==> config.mk <==
export PLATFORM = sky130hd
export DESIGN_NAME = alu_cmd_sequencer
export DESIGN_NICKNAME = d
export VERILOG_FILES = /design/src/rtl/alu_cmd_sequencer.sv
export SDC_FILE = /design/constraint.sdc
export NUM_CORES = 1
export LEC_CHECK = 0
export CORE_MARGIN = 4
export CORE_UTILIZATION = 30
export DETAILED_ROUTE_END_ITERATION = 16
export HOLD_SLACK_MARGIN = 0.05
export PLACE_DENSITY = 0.58
export SLEW_MARGIN = 5
export SYNTH_ARGS = -nofsm -noshare
export SYNTH_HDL_FRONTEND = slang
export SYNTH_SLANG_ARGS = --single-unit
==> constraint.sdc <==
create_clock -name clk_i -period 5.5 [get_ports clk_i]
set_input_delay 1.1 -clock clk_i [delete_from_list [all_inputs] [get_ports clk_i]]
set_output_delay 1.1 -clock clk_i [all_outputs]
set_load 0.05 [all_outputs]
==> src/rtl/alu_cmd_sequencer.sv <==
// Command front-end for an external combinational ALU: buffers commands in a FIFO, issues them
// on registered operand outputs and returns captured results on a valid/ready response channel.
module alu_cmd_sequencer #(
  parameter int unsigned WIDTH = 4,
  parameter int unsigned DEPTH = 4
) (
  input  logic             clk_i,
  input  logic             rst_ni,
  input  logic             cmd_valid_i,
  output logic             cmd_ready_o,
  input  logic [2:0]       cmd_op_i,
  input  logic             cmd_src_acc_i,
  input  logic [WIDTH-1:0] cmd_a_i,
  input  logic [WIDTH-1:0] cmd_b_i,
  output logic [WIDTH-1:0] alu_a_o,
  output logic [WIDTH-1:0] alu_b_o,
  output logic [2:0]       alu_opcode_o,
  input  logic [WIDTH-1:0] alu_result_i,
  input  logic             alu_carry_i,
  input  logic             alu_zero_i,
  output logic             rsp_valid_o,
  input  logic             rsp_ready_i,
  output logic [WIDTH-1:0] rsp_result_o,
  output logic             rsp_carry_o,
  output logic             rsp_zero_o,
  output logic             rsp_illegal_o,
  output logic [WIDTH-1:0] acc_o,
  output logic             busy_o
);

  localparam int unsigned PtrW   = $clog2(DEPTH);
  localparam int unsigned CntW   = $clog2(DEPTH + 1);
  localparam int unsigned EntryW = 4 + 2 * WIDTH;

  typedef enum logic [1:0] {StIdle, StExec, StResp} state_e;

  state_e            state_q, state_d;
  logic [EntryW-1:0] mem_q [DEPTH];
  logic [PtrW-1:0]   wr_ptr_q, rd_ptr_q;
  logic [CntW-1:0]   cnt_q, cnt_d;
  logic              push, pop;

  logic [EntryW-1:0] head;
  logic [2:0]        head_op;
  logic              head_src;
  logic [WIDTH-1:0]  head_a, head_b;

  logic [WIDTH-1:0]  alu_a_q, alu_a_d, alu_b_q, alu_b_d, acc_q, acc_d;
  logic [2:0]        alu_op_q, alu_op_d;
  logic [WIDTH-1:0]  rsp_result_q, rsp_result_d;
  logic              rsp_valid_q, rsp_valid_d, rsp_carry_q, rsp_carry_d;
  logic              rsp_zero_q, rsp_zero_d, rsp_illegal_q, rsp_illegal_d;

  // Entry layout: {op, src_acc, a, b}
  assign head     = mem_q[rd_ptr_q];
  assign head_op  = head[EntryW-1 -: 3];
  assign head_src = head[2*WIDTH];
  assign head_a   = head[2*WIDTH-1 -: WIDTH];
  assign head_b   = head[WIDTH-1:0];

  assign cmd_ready_o = (cnt_q < CntW'(DEPTH));
  assign push        = cmd_valid_i && cmd_ready_o;

  always_comb begin
    cnt_d = cnt_q;
    if (push && !pop) begin
      cnt_d = cnt_q + CntW'(1);
    end else if (!push && pop) begin
      cnt_d = cnt_q - CntW'(1);
    end
  end

  always_ff @(posedge clk_i) begin
    if (push) begin
      mem_q[wr_ptr_q] <= {cmd_op_i, cmd_src_acc_i, cmd_a_i, cmd_b_i};
    end
  end

  always_ff @(posedge clk_i or negedge rst_ni) begin
    if (!rst_ni) begin
      wr_ptr_q <= '0;
      rd_ptr_q <= '0;
      cnt_q    <= '0;
    end else begin
      if (push) wr_ptr_q <= wr_ptr_q + PtrW'(1);
      if (pop)  rd_ptr_q <= rd_ptr_q + PtrW'(1);
      cnt_q <= cnt_d;
    end
  end

  always_comb begin
    state_d       = state_q;
    pop           = 1'b0;
    alu_a_d       = alu_a_q;
    alu_b_d       = alu_b_q;
    alu_op_d      = alu_op_q;
    acc_d         = acc_q;
    rsp_valid_d   = rsp_valid_q;
    rsp_result_d  = rsp_result_q;
    rsp_carry_d   = rsp_carry_q;
    rsp_zero_d    = rsp_zero_q;
    rsp_illegal_d = rsp_illegal_q;

    unique case (state_q)
      StIdle: begin
        if (cnt_q != '0) begin
          pop     = 1'b1;
          state_d = StExec;
        end
      end
      StExec: begin
        rsp_result_d  = alu_result_i;
        rsp_carry_d   = alu_carry_i;
        rsp_zero_d    = alu_zero_i;
        rsp_illegal_d = (alu_op_q >= 3'b101);
        acc_d         = alu_result_i;
        rsp_valid_d   = 1'b1;
        state_d       = StResp;
      end
      StResp: begin
        if (rsp_ready_i) begin
          rsp_valid_d = 1'b0;
          // Back-to-back issue avoids an IDLE bubble between responses
          if (cnt_q != '0) begin
            pop     = 1'b1;
            state_d = StExec;
          end else begin
            state_d = StIdle;
          end
        end
      end
      default: state_d = StIdle;
    endcase

    if (pop) begin
      alu_op_d = head_op;
      alu_b_d  = head_b;
      alu_a_d  = head_src ? acc_q : head_a;
    end
  end

  always_ff @(posedge clk_i or negedge rst_ni) begin
    if (!rst_ni) begin
      state_q       <= StIdle;
      alu_a_q       <= '0;
      alu_b_q       <= '0;
      alu_op_q      <= '0;
      acc_q         <= '0;
      rsp_valid_q   <= 1'b0;
      rsp_result_q  <= '0;
      rsp_carry_q   <= 1'b0;
      rsp_zero_q    <= 1'b0;
      rsp_illegal_q <= 1'b0;
    end else begin
      state_q       <= state_d;
      alu_a_q       <= alu_a_d;
      alu_b_q       <= alu_b_d;
      alu_op_q      <= alu_op_d;
      acc_q         <= acc_d;
      rsp_valid_q   <= rsp_valid_d;
      rsp_result_q  <= rsp_result_d;
      rsp_carry_q   <= rsp_carry_d;
      rsp_zero_q    <= rsp_zero_d;
      rsp_illegal_q <= rsp_illegal_d;
    end
  end

  assign alu_a_o       = alu_a_q;
  assign alu_b_o       = alu_b_q;
  assign alu_opcode_o  = alu_op_q;
  assign acc_o         = acc_q;
  assign rsp_valid_o   = rsp_valid_q;
  assign rsp_result_o  = rsp_result_q;
  assign rsp_carry_o   = rsp_carry_q;
  assign rsp_zero_o    = rsp_zero_q;
  assign rsp_illegal_o = rsp_illegal_q;
  assign busy_o        = (state_q != StIdle) || (cnt_q != '0);

endmodule

Word level (Yosys, flattened, before mapping). Memory sizes are Yosys's and may differ from the RTL's. Index checks and enable logic that the tools add are counted.

Flip-flop bits (word level): 28. RAM bits: 48. Input bits: 22. Logic and storage cells: 50. Memories: 1.

Memories: mem_q (words 4, width 12, read ports 1, clocked after Yosys merged registers in 0, wr ports 1, RTL line 38) `logic [EntryW-1:0] mem_q [DEPTH];`.

Add/subtract/negate cells: 4. $lt $le $gt $ge: 2. Eq/ne operators: 4. Mux-type cells: 14. Reductions and logical operators: 13.

Operator list (number): $mux W1 (6); $mux W3 (2); $pmux W2 S3 (1); $reduce_bool A2 Y1 (3); $add A2 B1 Y2 const B (2); $mux W2 (2); $mux W4 (1); $ne A2 B2 Y1 const B (2); $pmux W1 S2 (2); $reduce_and A2 Y1 (2); $add A3 B1 Y3 const B (1); $ge A3 B3 Y1 const B (1); $logic_and A1 B1 Y1 (3); $lt A3 B3 Y1 const B (1); $reduce_bool A3 Y1 (1); $sub A3 B1 Y3 const B (1); $eq A2 B1 Y1 const B (1); $eq A2 B2 Y1 const B (1); $logic_not A1 Y1 (2); $logic_not A2 Y1 (1); $logic_or A1 B1 Y1 (1).

Logic depth before layout (Yosys ltp).
Word-level depth: 7. Depth in mapped cells: 10.

Worst setup path after synthesis. No wires, ideal clock.

Kind: input port to flip-flop. Start: input port rsp_ready_i. End: register cnt_q[1]. Setup time: 125 ps. Arrival time: 2797 ps. Required time: 5375 ps. Setup slack: 2579 ps. Cell stages on the path: 8. Cells stage by stage: nor2b_1 nor3_1 buf_4 inv_1 ha_1 inv_1 fa_1 mux2_2.

Longest elaborated chain between the ends: 5. Elaborated cells between the ends (all ways): 7. Those cells by class: 3 x mux; 4 x reduce/logical.

RTL lines: start: declaration (RTL line 22) `input logic rsp_ready_i,`; $mux W1 (RTL line 121) `if (rsp_ready_i) begin`; $pmux W1 S2 (RTL line 104) `unique case (state_q)`; $logic_not A1 Y1 (RTL line 66) `if (push && !pop) begin`; $logic_and A1 B1 Y1 (RTL line 66); $mux W3 (RTL line 66); net cnt_d[1] (RTL line 40) `logic [CntW-1:0] cnt_q, cnt_d;`; end signal: assignment (RTL line 87) `cnt_q <= cnt_d;`; end: declaration (RTL line 40).

The timed path passes the listed nets, and every way through them passes these cells. A chain may end at the register's enable or synchronous reset.

Final worst setup path.
Start: register cnt_q[0]. End: output port busy_o.

Longest elaborated chain between the ends: 2.

RTL lines: $reduce_bool A3 Y1 (RTL line 177) `assign busy_o = (state_q != StIdle) || (cnt_q != '0);`; $logic_or A1 B1 Y1 (RTL line 177); end: declaration (RTL line 28) `output logic busy_o`.

Every way passes these cells.

==> summary.md <==
| Metric | Value |
|---|---|
| Synthesized flop and latch total | 76 |
| Chip height | 109 µm |
| Routed WL | 5.25 mm |
| Bufs on Longest Clock Path | 2 |
| CP Launch Type | flop |
| GRT Overall Usage | 0.0985 |
| Drt wl/cell | about 15 µm |
| Worst slew pin tran | approximately 0.7 ns |
| Fin area | 3830 µm² |
| CORE AREA | 9860 µm² |
| Commonest cells after routing, fill and taps aside | 48 x edfxtp_1, 46 x clkdlybuf4s50_1, 28 x dfrtp_1 |
| Crit path DAT | around 2.0 ns |
| Worst hold start | rsp_zero_o |
| Top sig layer | met4 |
| Site row count | 36 |
| Area grow syn2layout | 25.0% |
| Critical R2R Capture | cnt_q[2] |
| Die width | 109 µm |
| Worst Path Required | between 4 and 5 ns |
| H-Tree Depth | 3 |
| Final worst path period share | 0.563 |
| Setup TNS | 0 ns |
| Worst skew pair latency | ~0.34 ns |
| Max IR drop VDD | ~0.00023 V |
| Synth cell types | 24 |
| Largest family of logic cells by synthesized area | multiplexers |
| Placed Cells | 345 |
| Share of layout cells above drive strength 1 | 0.154 |
| Nets | 251 |
| Fin. max-slew vios | 0 |
| Final HPWL DP | 3.57 mm |
| Worst path slowest cell | clkdlybuf4s50_1 |
| Ys Warns | 0 |
| Post-route DRC | 0 |
| Worst path max stage delay | 0.72 ns |
| R2r setup slk | 3.22 ns |
| Net count after synthesis | 202 |
| Vias per std cell | approximately 4.3 |
| ANT nets after route | 0 |
| Final setup fails | 0 |
| Max cap viols | 0 |
| Post-CTS Setup Bufs | 0 |
| Clock sink count | 76 |
| Final total power | 0.00231 W |
| Synth Area in XOR/XNOR | 0.0171 |
| Filler Cells Inserted | 918 |
| Initial antenna violation count | 0 |
| Pwr dens | 603 nW/µm² |
| Clk root buf | clkbuf_8 |
| WHS | between 0.4 and 0.5 ns |
| Post-synthesis mux area share | 0.164 |
| Reg clk slew, reported paths | around 0.07 ns |
| Via count | 1,555 |
| Starting density of the core | 0.311 |
| Storage element area | between 2000 and 2500 µm² |
| Post-synthesis sequential area ratio | 0.698 |
| RD Place Congestion | 0.643 |
| Fmax achieved | 323 MHz |
| Vias in the first global route | between 1.5k and 2k |
| Hold WC Path Type | reg2reg |
| Leak | between 1 and 1.5 nW |
| Synthesized cell area | 3070 µm² |
| Met3 wire len | 344 µm |
| Post-CTS Hold Buffers | 0 |
| DP Area | 3640 µm² |
| CTS tree | built |
| Synth Area in Simple Gates | 0.0518 |
| Hold depth | 2 |
| Final non-filler cell total | 361 |
| Element type at the critical path end | primary output |
| GRT overflow | 0 |
| Drt pass-1 iters | 4 |
| Mean Syn Cell Area | 17.6 µm² |
| Rel. slew slack | 0.522 |
| Register-to-Register Path Depth | 10 |
| Post-synthesis instance total | 174 |
| DIE AREA | around 12,000 µm² |
| Met1 WL | 2.13 mm |
| Synth Area in Compound Gates | 0.00979 |
| Post-cts sizing count | 0 |
| Ant diodes | 0 |
| WS Path Type | reg2out |
| Adder-Cell Fraction of Synth Area | 0.0269 |
| DR WL met2 | 2.72 mm |
| Status | completed |
| Area of the multi-input gates | 832 µm² |
| Crit Path Max Fanout | 3 |
| # IOs | 47 |
| Port bufs | between 40 and 50 |
| Hold Path Sink | rsp_zero_o |
| Layout Skew | 0.00482 ns |
| Final Hold Fails | 0 |
| RSZ-0062 raised after global routing | false |
| Clock period minus worst slack | between 3 and 4 ns |
| First-pass GRT wire length | 8.54 mm |
| Crit-path cells | nor3_1 -> nand2_1 -> clkdlybuf4s50_1 |
| Commonest non-fill, non-tap cell in the layout | edfxtp_1 |
| DRT iter0 DRCs | 28 |
| CTS Buf Count | 9 |
| Pin count of the biggest net entering global routing | 29 |
| FF-to-FF Start | cnt_q[0] |
[through the flow]
| stage | setup WS [ns] | utilization |
|---|---|---|
| floorplan | 2.58 | - |
| global placement | 2.36 | 0.369 |
| detailed placement | 2.30 | 0.369 |
| CTS | 2.34 | 0.389 |
| global route | 2.23 | 0.389 |
| finish | 2.41 | 0.389 |
[critical path: cells and delay by family, from the launching register on]
family / cells / cell delay [ns]
AND/OR/NAND/NOR: 2 / 0.51
flip-flops: 1 / 0.43
buffers and inverters: 1 / 0.72
[layer usage]
layer  GRT usage  vias up
met5           0        -
met4      0.0325        0
met3      0.0420        5
met2       0.169       43
met1       0.110      769
li1            -      738
[where the power goes]
part	total [W]	internal, W	switching (W)
Sequential	0.000904	0.000773	0.000130
Combinational	0.00101	0.000441	0.000566
Clock	0.000402	0.000207	0.000195
Total	0.00231	0.00142	0.000891
[cells by family after synthesis]
| logic type | after synthesis |
|---|---|
| adders and majority gates | 6 |
| DFF | 76 |
| buffers and inverters | 17 |
| and+or+nand+nor | 35 |
| AOI/OAI and AO/OA | 6 |
| muxes | 28 |
| xor gates and xnor gates | 6 |
[state kept, by name (all words and copies together) (netlist names)]
register / flops
alu_b_o: 4
wr_ptr_q: 2
rsp_carry_o: 1
rsp_valid_o: 1
rd_ptr_q: 2
rsp_illegal_o: 1
rsp_zero_o: 1
rsp_result_o: 4
cnt_q: 3
mem_q: 48
alu_a_o: 4
state_q: 2
alu_opcode_o: 3
[worst max-delay path by stage]
stage                      startpoint  endpoint  depth (start not counted)
after CTS                    cnt_q[0]    busy_o                          3
after detailed placement  rsp_ready_i  cnt_q[1]                          9
after global placement    rsp_ready_i  cnt_q[1]                          9
after floorplan           rsp_ready_i  cnt_q[1]                          8
final                        cnt_q[0]    busy_o                          3
after global routing         cnt_q[0]    busy_o                          3
[cell usage after synthesis]
library cell  number  share of area
edfxtp_1          48           0.47
dfrtp_1           28           0.23
nand2_1           22          0.027
mux2_2            12          0.044
mux4_1            10          0.086
inv_1              7         0.0086
buf_4              5          0.012
ha_1               5          0.020
and2_1             4         0.0082
mux2_4             4          0.020
o21ai_0            4         0.0065
nor2b_1            3         0.0061
xnor2_1            3         0.0086
xor2_1             3         0.0086
a21oi_1            2         0.0033
buf_6              2         0.0073
clkbuf_1           2         0.0024
mux4_2             2          0.015
nor2_1             2         0.0024
nor3_1             2         0.0033
buf_1              1         0.0012
fa_1               1         0.0065
nand2b_1           1         0.0020
nor4b_1            1         0.0029
[final cells by class]
type,count,area share
clock inverters,7,0.0176
clock buffers,9,0.0323
multi-input cells,81,0.217
well taps,133,0.0434
flip-flops and latches,76,0.559
repair buffers,48,0.124
inverters,7,0.00685
Power figures use the tool's default switching activity.
